==> config.mk <==
export PLATFORM = sky130hd
export DESIGN_NAME = instr_issue_queue_flat
export DESIGN_NICKNAME = d
export VERILOG_FILES = /design/src/rtl/tomasulo_pkg.sv /design/src/rtl/instr_issue_queue_if.sv /design/src/rtl/instr_fifo.sv /design/src/rtl/instr_issue_queue.sv /design/src/flat_wrapper.sv
export SDC_FILE = /design/constraint.sdc
export NUM_CORES = 1
export LEC_CHECK = 0
export BUFFER_PORTS_ARGS = -buffer_cell sky130_fd_sc_hd__buf_4
export CELL_PAD_IN_SITES_DETAIL_PLACEMENT = 1
export CELL_PAD_IN_SITES_GLOBAL_PLACEMENT = 1
export CORE_UTILIZATION = 44
export CTS_BUF_LIST = sky130_fd_sc_hd__clkbuf_4
export CTS_CLUSTER_SIZE = 16
export DETAILED_ROUTE_END_ITERATION = 12
export GPL_TIMING_DRIVEN = 0
export PLACE_DENSITY_LB_ADDON = 0.1
export SLEW_MARGIN = 20
export SYNTH_ARGS = -nofsm -noshare
export SYNTH_HDL_FRONTEND = slang
export SYNTH_SLANG_ARGS = --single-unit
==> constraint.sdc <==
create_clock -name clk -period 3.5 [get_ports clk]
set_clock_uncertainty 0.15 [all_clocks]
set_input_delay 0.7 -clock clk [delete_from_list [all_inputs] [get_ports clk]]
set_output_delay 0.7 -clock clk [all_outputs]
set_load 0.01 [all_outputs]
==> src/rtl/tomasulo_pkg.sv <==
// Shared constants and types for the Tomasulo front end.
// Holds the fixed instruction encodings, the fetch FSM state type and a PC step helper.
package tomasulo_pkg;

  localparam logic [31:0] NOP_INSTR   = 32'h0000_0013;
  localparam logic [31:0] ECALL_INSTR = 32'h0000_0073;

  typedef enum logic [1:0] {
    FETCH  = 2'd0,
    WAIT   = 2'd1,
    DRAIN  = 2'd2,
    HALTED = 2'd3
  } fetch_state_t;

  // Sequential PC step; wraps modulo 2^32.
  function automatic logic [31:0] pc_step(input logic [31:0] pc);
    return pc + 32'd4;
  endfunction

endpackage

==> src/rtl/instr_issue_queue_if.sv <==
// Instruction-memory fetch port: one strobe per request, single outstanding request.
// master = the fetch unit, slave = the memory.
interface instr_issue_queue_if;
  logic        req;
  logic [31:0] addr;
  logic        rvalid;
  logic [31:0] rdata;

  modport master (output req, output addr, input rvalid, input rdata);
  modport slave  (input req, input addr, output rvalid, output rdata);
endinterface

==> src/rtl/instr_fifo.sv <==
// Small FIFO for fetched instructions; head word is readable combinationally.
// DEPTH must be a power of two so the pointers wrap naturally.
module instr_fifo #(
  parameter  int DEPTH = 4,
  parameter  int WIDTH = 32,
  localparam int PW    = $clog2(DEPTH),
  localparam int CW    = $clog2(DEPTH + 1)
) (
  input  logic             clk,
  input  logic             reset,
  input  logic             push,
  input  logic             pop,
  input  logic             clear,
  input  logic [WIDTH-1:0] wdata,
  output logic [WIDTH-1:0] rdata,
  output logic [CW-1:0]    count
);

  localparam logic [CW-1:0] FULL_COUNT = CW'(DEPTH);

  logic [WIDTH-1:0] mem_q [DEPTH];
  logic [PW-1:0]    wr_ptr_q;
  logic [PW-1:0]    rd_ptr_q;
  logic [CW-1:0]    count_q;
  logic             do_pop;

  assign do_pop = pop && (count_q != '0);

  always_ff @(posedge clk or posedge reset) begin
    if (reset) begin
      wr_ptr_q <= '0;
      rd_ptr_q <= '0;
      count_q  <= '0;
    end else if (clear) begin
      wr_ptr_q <= '0;
      rd_ptr_q <= '0;
      count_q  <= '0;
    end else begin
      if (push)   wr_ptr_q <= wr_ptr_q + 1'b1;
      if (do_pop) rd_ptr_q <= rd_ptr_q + 1'b1;
      case ({push, do_pop})
        2'b10:   count_q <= count_q + 1'b1;
        2'b01:   count_q <= count_q - 1'b1;
        default: count_q <= count_q;
      endcase
    end
  end

  // Storage carries no reset: contents are only observed through count.
  always_ff @(posedge clk) begin
    if (push && !clear) mem_q[wr_ptr_q] <= wdata;
  end

  assign rdata = mem_q[rd_ptr_q];
  assign count = count_q;

  a_no_overflow : assert property (@(posedge clk) disable iff (reset)
    !(push && !clear && !do_pop && (count_q == FULL_COUNT)));

endmodule

==> src/rtl/instr_issue_queue.sv <==
// Fetch stage and issue queue in front of the Tomasulo core: fetches words one request
// at a time, buffers them, presents the head (or NOP) and supports flush/redirect and ecall halt.
module instr_issue_queue
  import tomasulo_pkg::*;
#(
  parameter  int          DEPTH    = 4,
  parameter  logic [31:0] RESET_PC = 32'h0000_0000,
  localparam int          CW       = $clog2(DEPTH + 1)
) (
  input  logic                clk,
  input  logic                reset,
  instr_issue_queue_if.master imem,
  input  logic                issue_stall,
  input  logic                flush,
  input  logic [31:0]         flush_pc,
  output logic [31:0]         instr,
  output logic                instr_valid,
  output logic [CW-1:0]       count,
  output logic                halted
);

  localparam logic [CW-1:0] FULL_COUNT = CW'(DEPTH);

  fetch_state_t state_q;
  logic [31:0]  pc_q;
  logic         halted_q;

  logic         fetch_req;
  logic         push;
  logic         pop;
  logic [31:0]  fifo_rdata;
  logic [CW-1:0] fifo_count;

  // Request only with a guaranteed free slot, so the queue can never overflow.
  assign fetch_req   = !reset && (state_q == FETCH) && (fifo_count < FULL_COUNT) && !flush;
  assign imem.req    = fetch_req;
  assign imem.addr   = pc_q;

  assign push        = (state_q == WAIT) && imem.rvalid && !flush;
  assign instr_valid = (fifo_count != '0);
  assign pop         = instr_valid && !issue_stall && !flush;

  assign instr       = instr_valid ? fifo_rdata : NOP_INSTR;
  assign count       = fifo_count;
  assign halted      = halted_q;

  always_ff @(posedge clk or posedge reset) begin
    if (reset) begin
      state_q  <= FETCH;
      pc_q     <= RESET_PC;
      halted_q <= 1'b0;
    end else if (flush) begin
      pc_q     <= flush_pc;
      halted_q <= 1'b0;
      // An in-flight request whose response has not arrived must be drained.
      case (state_q)
        WAIT:    state_q <= imem.rvalid ? FETCH : DRAIN;
        DRAIN:   state_q <= DRAIN;
        default: state_q <= FETCH;
      endcase
    end else begin
      case (state_q)
        FETCH: begin
          if (fetch_req) state_q <= WAIT;
        end
        WAIT: begin
          if (imem.rvalid) begin
            pc_q <= pc_step(pc_q);
            if (imem.rdata == ECALL_INSTR) begin
              state_q  <= HALTED;
              halted_q <= 1'b1;
            end else begin
              state_q <= FETCH;
            end
          end
        end
        DRAIN: begin
          if (imem.rvalid) state_q <= FETCH;
        end
        default: state_q <= state_q;
      endcase
    end
  end

  instr_fifo #(
    .DEPTH (DEPTH),
    .WIDTH (32)
  ) u_fifo (
    .clk   (clk),
    .reset (reset),
    .push  (push),
    .pop   (pop),
    .clear (flush),
    .wdata (imem.rdata),
    .rdata (fifo_rdata),
    .count (fifo_count)
  );

endmodule
==> src/flat_wrapper.sv <==
// flat-port wrapper written by rule: the top's interface ports become plain ports
module instr_issue_queue_flat import tomasulo_pkg::*;
#(
  parameter  int          DEPTH    = 4,
  parameter  logic [31:0] RESET_PC = 32'h0000_0000,
  localparam int          CW       = $clog2(DEPTH + 1)
)
  (clk, reset, issue_stall, flush, flush_pc, instr, instr_valid, count, halted, imem_req, imem_addr, imem_rvalid, imem_rdata);
  instr_issue_queue_if imem_i ();
  input  logic clk;
  input  logic reset;
  input  logic issue_stall;
  input  logic flush;
  input  logic [31:0] flush_pc;
  output logic [31:0] instr;
  output logic instr_valid;
  output logic [CW-1:0] count;
  output logic halted;
  output wire logic [$bits(imem_i.req)-1:0] imem_req;
  output wire logic [$bits(imem_i.addr)-1:0] imem_addr;
  input wire logic [$bits(imem_i.rvalid)-1:0] imem_rvalid;
  input wire logic [$bits(imem_i.rdata)-1:0] imem_rdata;
  assign imem_req = imem_i.req;
  assign imem_addr = imem_i.addr;
  assign imem_i.rvalid = imem_rvalid;
  assign imem_i.rdata = imem_rdata;
  instr_issue_queue #(.DEPTH(DEPTH), .RESET_PC(RESET_PC)) u_core (.clk(clk), .reset(reset), .imem(imem_i), .issue_stall(issue_stall), .flush(flush), .flush_pc(flush_pc), .instr(instr), .instr_valid(instr_valid), .count(count), .halted(halted));
endmodule
==> results of run 1 <==
kinds of logic (layout without fill, tap and decap cells):
kind of cell | after synthesis | after routing | share of synthesized area
adders and majority gates | 9 | 9 | 0.0161
muxes | 36 | 36 | 0.103
buffers and inverters | 42 | 216 | 0.0269
AOI/OAI and AO/OA | 58 | 58 | 0.0498
DFF | 170 | 170 | 0.658
xor gates and xnor gates | 18 | 18 | 0.0212
and+or+nand+nor | 165 | 165 | 0.126
other | 0 | 1 | 0
worst max-delay path, cell delays in order, from the launching register on:
cell and delay (ns):
dfrtp_1 0.34, clkbuf_1 0.31, clkbuf_1 0.56, mux4_2 0.40, and2_1 0.19, buf_4 0.14
worst paths after layout:
path,startpoint,endpoint
worst max-delay path,u_core.u_fifo.rd_ptr_q[1]$_DFFE_PP0P_,instr[31]
worst min-delay path,flush_pc[15],u_core.imem.addr[15]$_DFFE_PP0P_
min in group asynchronous,reset,u_core.u_fifo.wr_ptr_q[0]$_DFFE_PP0P_
worst max register to register,u_core.state_q[1]$_DFFE_PP0P_,u_core.u_fifo.count[2]$_DFFE_PP0P_
worst min register to register,u_core.imem.addr[0]$_DFFE_PP0P_,u_core.imem.addr[0]$_DFFE_PP0P_
max in group asynchronous,reset,u_core.imem.addr[11]$_DFFE_PP0P_
routing by layer:
layer,vias to the layer above,GRT usage
li1,2252,-
met1,2531,0.274
met2,142,0.383
met3,19,0.0527
met4,0,0.0756
met5,-,0
registers in the layout, summed over array words and instances (netlist names):
register and count:
u_core.imem.addr 32, u_core.u_fifo.mem_q 128, u_core.halted 1, u_core.u_fifo.rd_ptr_q 2
u_core.u_fifo.wr_ptr_q 2, u_core.state_q 2, u_core.u_fifo.count 3
what timing repair did:
item	CTS	global route
endpoints found under the hold margin	17	0
buffers inserted	0	0
gates cloned	0	0
hold buffers	1	0
endpoints found under the setup margin	30	7
gates resized for setup	2	3
cell type report:
class | instances | area, um^2
sequential | 170 | 4900
clock buffer | 17 | 128
tap | 220 | 275
clock inverter | 14 | 191
buffer | 26 | 144
timing repair buffer | 144 | 1150
inverter | 15 | 56.3
multi-input combinational | 286 | 2360
antenna | 1 | 2.50
fill | 1637 | 7320
where the power goes:
group | switching (mW) | internal, mW | leakage, nW
clock | 0.740 | 0.509 | 0.156
sequential | 0.111 | 2.28 | 1.66
combinational | 0.764 | 0.799 | 1.55
metrics by stage:
| step | setup WS (ns) | TNS [ns] |
|---|---|---|
| finish | 0.134 | 0 |
| CTS | 0.0203 | 0 |
| global route | 0.0140 | 0 |
| detailed placement | 0.419 | 0 |
| global placement | -0.196 | -23.45 |
| floorplan | 0.762 | 0 |
layout by cell type, fill, tap and decap left out, drive strengths merged, types with 2 or more instances in the layout:
cell type and n:
a21oi 6, a31oi 11, and2 31, and3 7
and4 4, buf 151, bufinv 3, clkbuf 34
clkinv 4, clkinvlp 4, dfrtp 42, edfxtp 128
ha 8, inv 18, mux2 3, mux4 32
nand2 30, nand2b 2, nand3 16, nand4 12
nor2 22, nor3 9, nor4 9, nor4b 4
o211ai 3, o21ai 21, o31ai 5, o41ai 2
or2 3, or3 4, or4 9, xnor2 12
xor2 6
==> results.toml, run 1 <==
[outcome]
status = "finished, violations left"
violations = "design-rule violations"

[timing]
max_freq_mhz = 297
setup_viol = 0
fin_crit_ns = 3.37
tightest_slew_ns = 1.11
slew_headroom = 0.254
hold_slack_ns = 0.170
final_max_slew_viol_count = 0
rsz0062_at_grt = "false"
hold_violations = 0
timing.final.crit_share = 0.962

[job]
drv_cap = 0

[yosys]
synth_most_common_cell = "edfxtp_1"
synth_nets = 576
seq_area_frac_synth = 0.658
synth_top_flop_cell = "edfxtp_1"
ys_types = 52
yosysTopAreaCell = "edfxtp_1"
synthTopCellsByArea = "edfxtp_1 52%, dfrtp_1 14%, mux4_2 9.7%"
syn_avg_cell_area_um2 = 14.9
ys_warn_count = 0
synth_edf_count = 128
synthTopCellsByCount = "128 x edfxtp_1, 42 x dfrtp_1, 32 x mux4_2, 31 x and2_1, 30 x nand2_1"
synth_cells = 498
yosysTopAreaCellShare = 0.516
synth_async_sr_flop_share = 0.247
syn_area_um2 = 7440
yosys_register_bits = 170

[critical_path]
r2r_cells = 12
critPathKind = "reg2out"
worstPathArrival_ns = 2.52
rrSetupSlack_ns = 0.44
crit_required_ns = 2.65
cp_max_fo = 10
endpoint_kind = "output port"
startpoint_type = "flop"

[placed_design]
placed_cell_area_um2 = 8870
gp_congestion = 0.778
port_buffers = 138
dp_cells = 861
dp_hpwl_mm = 12.9

[floorplan]
start_util = 0.450
dieArea_um2 = 17400
num_rows = 47
ioPinCount = 139
core_area_um2 = 16500
die_y_um = 132
die_x_um = 132

[route]
drtIter0Drc = 236
drcViolationCount = 2
met1_length_mm = 7.76
routedWlPerCell_um = 20.6
drtAntennaViolNets = 0
vias_per_cell = 5.54
routed_wirelength_mm = 18.4
top_layer_used = "met4"
first_pass_iters = 8
detailroute.wirelength.met3_um = 964
via_count = 4944
met2_length_mm = 9.40

[min_path]
hold_path.class = "in2reg"
whs_path_depth = 2

[cts]
clk_pin_slew_ns = 0.15
numCtsBuffers = 17
clock-sinks = 170
ctsRootBufferMaster = "clkbuf_4"
cts.htree.levels = 4
clockBufferDepth = 2
insertion_delay_ns = 0.57
cts_tree = "yes"

[global_routing]
grt_max_degree = 28
track_usage = 0.222
first_global_vias = 5328
grt_pass1_wl_mm = 29.1
antenna_found_initial = 1
grt-ovfl-total = 0

[finish]
post-route-util = 0.557
fin_cells = 893
drive_gt1_frac = 0.345
syn_to_final_growth_pct = 23.7
fin_nets = 738
stdcell_area_um2 = 9210

[power_and_ir_drop]
ir_drop_mv = 0.224
p_leak_nw = 3.37
p_per_area_nw_per_um2 = 565
total_power_mw = 5.20
Power figures use the tool's default switching activity.
==> run 2: changes to the inputs <==
Settings changed: PLACE_DENSITY set to 0.81, PLACE_DENSITY_LB_ADDON 0.1 to not set.
==> run 2 against run 1 <==
The run now ends clean. Wire length grew 2.5%. Sequential share of layout area is essentially flat. Via count is 0.36% lower. Worst setup slack improved by 0.061 ns. First-iteration DRC count grew 40%. Critical path type unchanged.
==> results.toml, run 2 (synthesis results as in run 1) <==
[global_routing]
grt_pass1_wl_mm = 30.0
track_usage = 0.229
antenna_found_initial = 0
first_global_vias = 5376
grt_max_degree = 26
grt-ovfl-total = 0

[finish]
mostFrequentLayoutCells = "140 x buf_4, 128 x edfxtp_1, 42 x dfrtp_1"
syn_to_final_growth_pct = 23.8
final_common_cell = "buf_4"
fin_nets = 738
drive_gt1_frac = 0.346
regMostFlops = "u_core.u_fifo.mem_q"
antenna_cells = 0
largest_reg_flops = 128
multi_input_area_um2 = 2360
fillerInstances = 1671
register_area_um2 = 4890
stdcell_area_um2 = 9210

[route]
first_pass_iters = 5
routedWlPerCell_um = 21.1
drtIter0Drc = 331
vias_per_cell = 5.52
via_count = 4926
drtAntennaViolNets = 0
routed_wirelength_mm = 18.9
drcViolationCount = 0

[cts]
cts_setup_buffers = 0
ctsRootBufferMaster = "clkbuf_4"
numCtsBuffers = 17
clk_pin_slew_ns = 0.16
insertion_delay_ns = 0.57
cts.htree.levels = 4
clockBufferDepth = 2
cts_tree = "yes"
clock-sinks = 170

[placed_design]
port_buffers = 138
placed_cell_area_um2 = 8890
dp_hpwl_mm = 13.7
gp_congestion = 0.796

[timing]
fin_crit_ns = 3.30
final_max_slew_viol_count = 0
timing.final.crit_share = 0.944
tightest_slew_ns = 0.986
hold_violations = 0
setup_viol = 0
slew_headroom = 0.337
hold_slack_ns = 0.167
rsz0062_at_grt = "false"
max_freq_mhz = 303
fin_tns_setup_ns = 0

[critical_path]
path_cells = "buf_2 > mux4_2 > and2_1 > buf_4"
critPathKind = "reg2out"
startpoint = "u_core.u_fifo.rd_ptr_q[0]$_DFFE_PP0P_"
slowest_delay_ns = 0.60
crit_family = "flip-flops"
cp.depth = 4
timing.rr.start = "u_core.state_q[1]$_DFFE_PP0P_"
worstPathArrival_ns = 2.45
path_buf_inv = 2
startpoint_type = "flop"
endpoint = "instr[30]"
crit_required_ns = 2.65
r2r_cells = 12
cp_max_fo = 10
cpMaxStageDelayCell = "dfrtp_1"
endpoint_kind = "output port"
rrSetupSlack_ns = 0.48
worst_r2r_endpoint = "u_core.u_fifo.count[2]$_DFFE_PP0P_"

[floorplan]
core_area_um2 = 16500
start_util = 0.450
die_x_um = 132
dieArea_um2 = 17400
num_rows = 47
ioPinCount = 139
die_y_um = 132

[power_and_ir_drop]
ir_drop_mv = 0.211
p_per_area_nw_per_um2 = 561
p_leak_nw = 3.39
total_power_mw = 5.17

[min_path]
whs_path_depth = 1
hold_path.class = "in2reg"

[job]
drv_cap = 0

[outcome]
status = "finished, final reports clean"
[run 2: cell count changes in the layout (fill, tap and decap cells not counted), moves of 2 or more]
cell / before / now
clkinvlp_4: 4 / 1
clkbuf_4: 17 / 20
clkbuf_1: 16 / 14
clkbuf_2: 1 / 3
buf_16: 1 / 4
buf_12: 4 / 1
inv_6: 3 / 5
[run 2: cell type report]
type / count / share of cell area
Buffer: 26 / 0.0162
Clock buffer: 18 / 0.0147
Clock inverter: 14 / 0.0174
Sequential cell: 170 / 0.531
Tap cell: 220 / 0.0299
Timing Repair Buffer: 144 / 0.128
Inverter: 15 / 0.00611
Multi-Input combinational cell: 286 / 0.257
[run 2: through the flow]
stage	utilization	setup slack [ns]	std cells
finish	0.557	0.195	893
global route	0.557	0.00331	893
CTS	0.557	0.0356	893
detailed placement	0.538	0.407	861
global placement	0.530	-0.125	856
floorplan	-	0.762	498
[run 2: metal layers]
layer  global-route usage  vias up  wire (um)
met4               0.0575        0        226
met5                    0        -          0
met1                0.291     2503       8080
met2                0.390      151       9580
met3               0.0604       14        982
li1                     -     2258          -
[run 2: timing repair]
| item | in CTS | in global routing |
|---|---|---|
| endpoints found under the hold margin | 17 | 0 |
| gates cloned | 0 | 0 |
| hold buffers | 1 | 0 |
| setup endpoints to repair | 30 | 29 |
| resized for setup | 1 | 9 |
| pin swaps | 0 | 0 |
[run 2: power breakdown]
part | total, mW | leakage (nW) | switching [mW] | internal (mW)
clock network | 1.18 | 0.160 | 0.733 | 0.451
logic | 1.59 | 1.57 | 0.780 | 0.807
registers | 2.40 | 1.67 | 0.118 | 2.28
total | 5.17 | 3.39 | 1.63 | 3.54
[run 2: worst min path at each step]
stage	slack [ns]	endpoint	startpoint
floorplan	0.38	u_core.halted$_DFFE_PP0P_	u_core.halted$_DFFE_PP0P_
detailed placement	0.35	u_core.imem.addr[0]$_DFFE_PP0P_	u_core.imem.addr[0]$_DFFE_PP0P_
CTS	0.13	u_core.u_fifo.mem_q[3][18]$_DFFE_PP_	imem_rdata[18]
finish	0.17	u_core.u_fifo.mem_q[2][17]$_DFFE_PP_	imem_rdata[17]
global placement	0.34	u_core.imem.addr[1]$_DFFE_PP0P_	u_core.imem.addr[1]$_DFFE_PP0P_
global route	0.12	u_core.u_fifo.mem_q[3][18]$_DFFE_PP_	imem_rdata[18]
[run 2: worst register-to-register path, cell delays in order (launching register included)]
cell and delay, ns:
dfrtp_1 0.41, inv_1 0.11, ha_1 0.18, buf_6 0.14, and2_1 0.13, clkbuf_1 0.21, clkbuf_1 0.42, nor4_1 0.14
fa_1 0.45, nand2b_1 0.18, o21ai_0 0.18, a21oi_1 0.09, o311a_1 0.14
==> run 3: changes to the inputs <==
Settings changed: CORE_UTILIZATION 44 to 47, PLACE_DENSITY 0.81 to not set, PLACE_DENSITY_LB_ADDON set to 0.15.
==> run 3 against run 2 <==
Cell count shrank 1.1%. Utilization grew 4.0 points. Critical path depth is the same. Hold slack gained 0.024 ns. Via count grew 1.8%. Register-to-register slack lost 0.09 ns. Worst setup slack gained 0.074 ns. Clock-buffer cell count grew 1. Global-route usage grew 1.2 points. Design area shrank 0.62%. Flip-flop and latch count is the same. Largest cell class unchanged. Highest routed layer unchanged.
==> results.toml, run 3 (synthesis results as in run 1) <==
[outcome]
status = "finished, final reports clean"

[floorplan]
start_util = 0.486
dieArea_um2 = 16300
die_y_um = 128
die_x_um = 128
num_rows = 45
core_area_um2 = 15300
ioPinCount = 139

[critical_path]
cp_max_fo = 10
critPathKind = "reg2out"
timing.rr.start = "u_core.state_q[1]$_DFFE_PP0P_"
startpoint = "u_core.u_fifo.rd_ptr_q[0]$_DFFE_PP0P_"
worstPathArrival_ns = 2.38
endpoint_kind = "output port"
crit_required_ns = 2.65
startpoint_type = "flop"

[finish]
final_common_cell = "buf_4"
multi_input_area_um2 = 2370
syn_to_final_growth_pct = 23.0
drive_gt1_frac = 0.346
register_area_um2 = 4890
regMostFlops = "u_core.u_fifo.mem_q"
fin_cells = 883
largest_reg_flops = 128
fillerInstances = 1518
fin_nets = 738
post-route-util = 0.598
mostFrequentLayoutCells = "141 x buf_4, 128 x edfxtp_1, 42 x dfrtp_1"

[timing]
hold_violations = 0
rsz0062_at_grt = "false"
slew_headroom = 0.485
setup_viol = 0
final_max_slew_viol_count = 0
tightest_slew_ns = 0.766
setup_ws_ns = 0.269
timing.final.crit_share = 0.923
fin_crit_ns = 3.23
max_freq_mhz = 310
hold_slack_ns = 0.191

[cts]
clockBufferDepth = 2
ctsRootBufferMaster = "clkbuf_4"
clk_pin_slew_ns = 0.14
cts.htree.levels = 4
clock-sinks = 170
insertion_delay_ns = 0.56
numCtsBuffers = 17
cts_tree = "yes"

[power_and_ir_drop]
p_per_area_nw_per_um2 = 557
ir_drop_mv = 0.198
seqPwrFrac = 0.470
power_frac_clock = 0.218
total_power_mw = 5.09
p_leak_nw = 3.36
switching_power_mw = 1.58
swShare = 0.309
p_int_mw = 3.52
p_comb_frac = 0.312

[placed_design]
pre_cts_ws_ns = 0.345
dp_hpwl_mm = 13.0
dp_cells = 852
port_buffers = 138
gp_congestion = 0.786

[route]
vias_per_cell = 5.68
routedWlPerCell_um = 20.8
drcViolationCount = 0
via_count = 5014
drtAntennaViolNets = 0
drtIter0Drc = 319
routed_wirelength_mm = 18.3
first_pass_iters = 4

[global_routing]
grt-ovfl-total = 0
track_usage = 0.241
antenna_found_initial = 1
grt_pass1_wl_mm = 29.2
grt_max_degree = 28
first_global_vias = 5385

[min_path]
hold_path.class = "in2reg"
holdCritStartpoint = "imem_rdata[9]"

[job]
drv_cap = 0
## run 3: cell types whose count changed in the layout (fill, tap and decap cells not counted), sizes merged
cell      change
inv           -6
clkbuf        +1
clkinvlp      +3
diode         +1
## run 3: layout make-up
class / instances / share of cell area
flip-flops and latches: 170 / 0.535
clock inverters: 11 / 0.0137
multi-input cells: 286 / 0.259
inverters: 15 / 0.00615
plain buffers: 26 / 0.0165
clock buffers: 19 / 0.0156
diodes: 1 / 0.000273
repair buffers: 144 / 0.125
well taps: 211 / 0.0288
## run 3: power by group through the flow
| stage | registers, mW | clock network (mW) | logic, mW |
|---|---|---|---|
| 2_1_floorplan | 2.41 | 0 | 0.899 |
| 3_3_place_gp | 2.41 | 0 | 1.54 |
| 3_5_place_dp | 2.41 | 0 | 1.63 |
| 4_1_cts | 2.37 | 1.14 | 1.63 |
| 5_1_grt | 2.41 | 1.22 | 1.75 |
| 6_report | 2.39 | 1.11 | 1.59 |
## run 3: critical path, stage by stage (launching register included)
cell      delay, ns
dfrtp_1        0.60
clkbuf_4       0.37
mux4_2         0.54
and2_1         0.18
buf_4          0.14
## run 3: through the flow
| step | TNS, ns | instance area (um^2) |
|---|---|---|
| finish | 0 | 9150 |
| global route | 0 | 9150 |
| CTS | -0.638 | 9130 |
| detailed placement | 0 | 8850 |
| global placement | -21.83 | 8740 |
| floorplan | 0 | 7440 |
## run 3: path summary, 6_finish.rpt
path	end	slack [ns]	depth (start not counted)
setup / recovery	instr[29]	0.27	4
hold / removal	u_core.u_fifo.mem_q[2][9]$_DFFE_PP_	0.19	1
setup reg to reg	u_core.u_fifo.count[2]$_DFFE_PP0P_	0.39	12
hold reg to reg	u_core.halted$_DFFE_PP0P_	0.36	1
max in group asynchronous	u_core.imem.addr[20]$_DFFE_PP0P_	2.15	4
min in group asynchronous	u_core.imem.addr[14]$_DFFE_PP0P_	0.55	3
## run 3: what timing repair did
action                     in CTS  in global routing
hold buffers                    1                  0
setup endpoints to repair      30                 29
pin swaps                       0                  0
resized for setup               2                  9
cloned                          0                  0
buffers inserted                0                  0
hold endpoints to repair       15                  0
## run 3: routing by layer
metal	routed length [um]	track usage
met5	0	0
met4	149	0.0630
met3	1090	0.0668
met2	9350	0.417
met1	7750	0.298
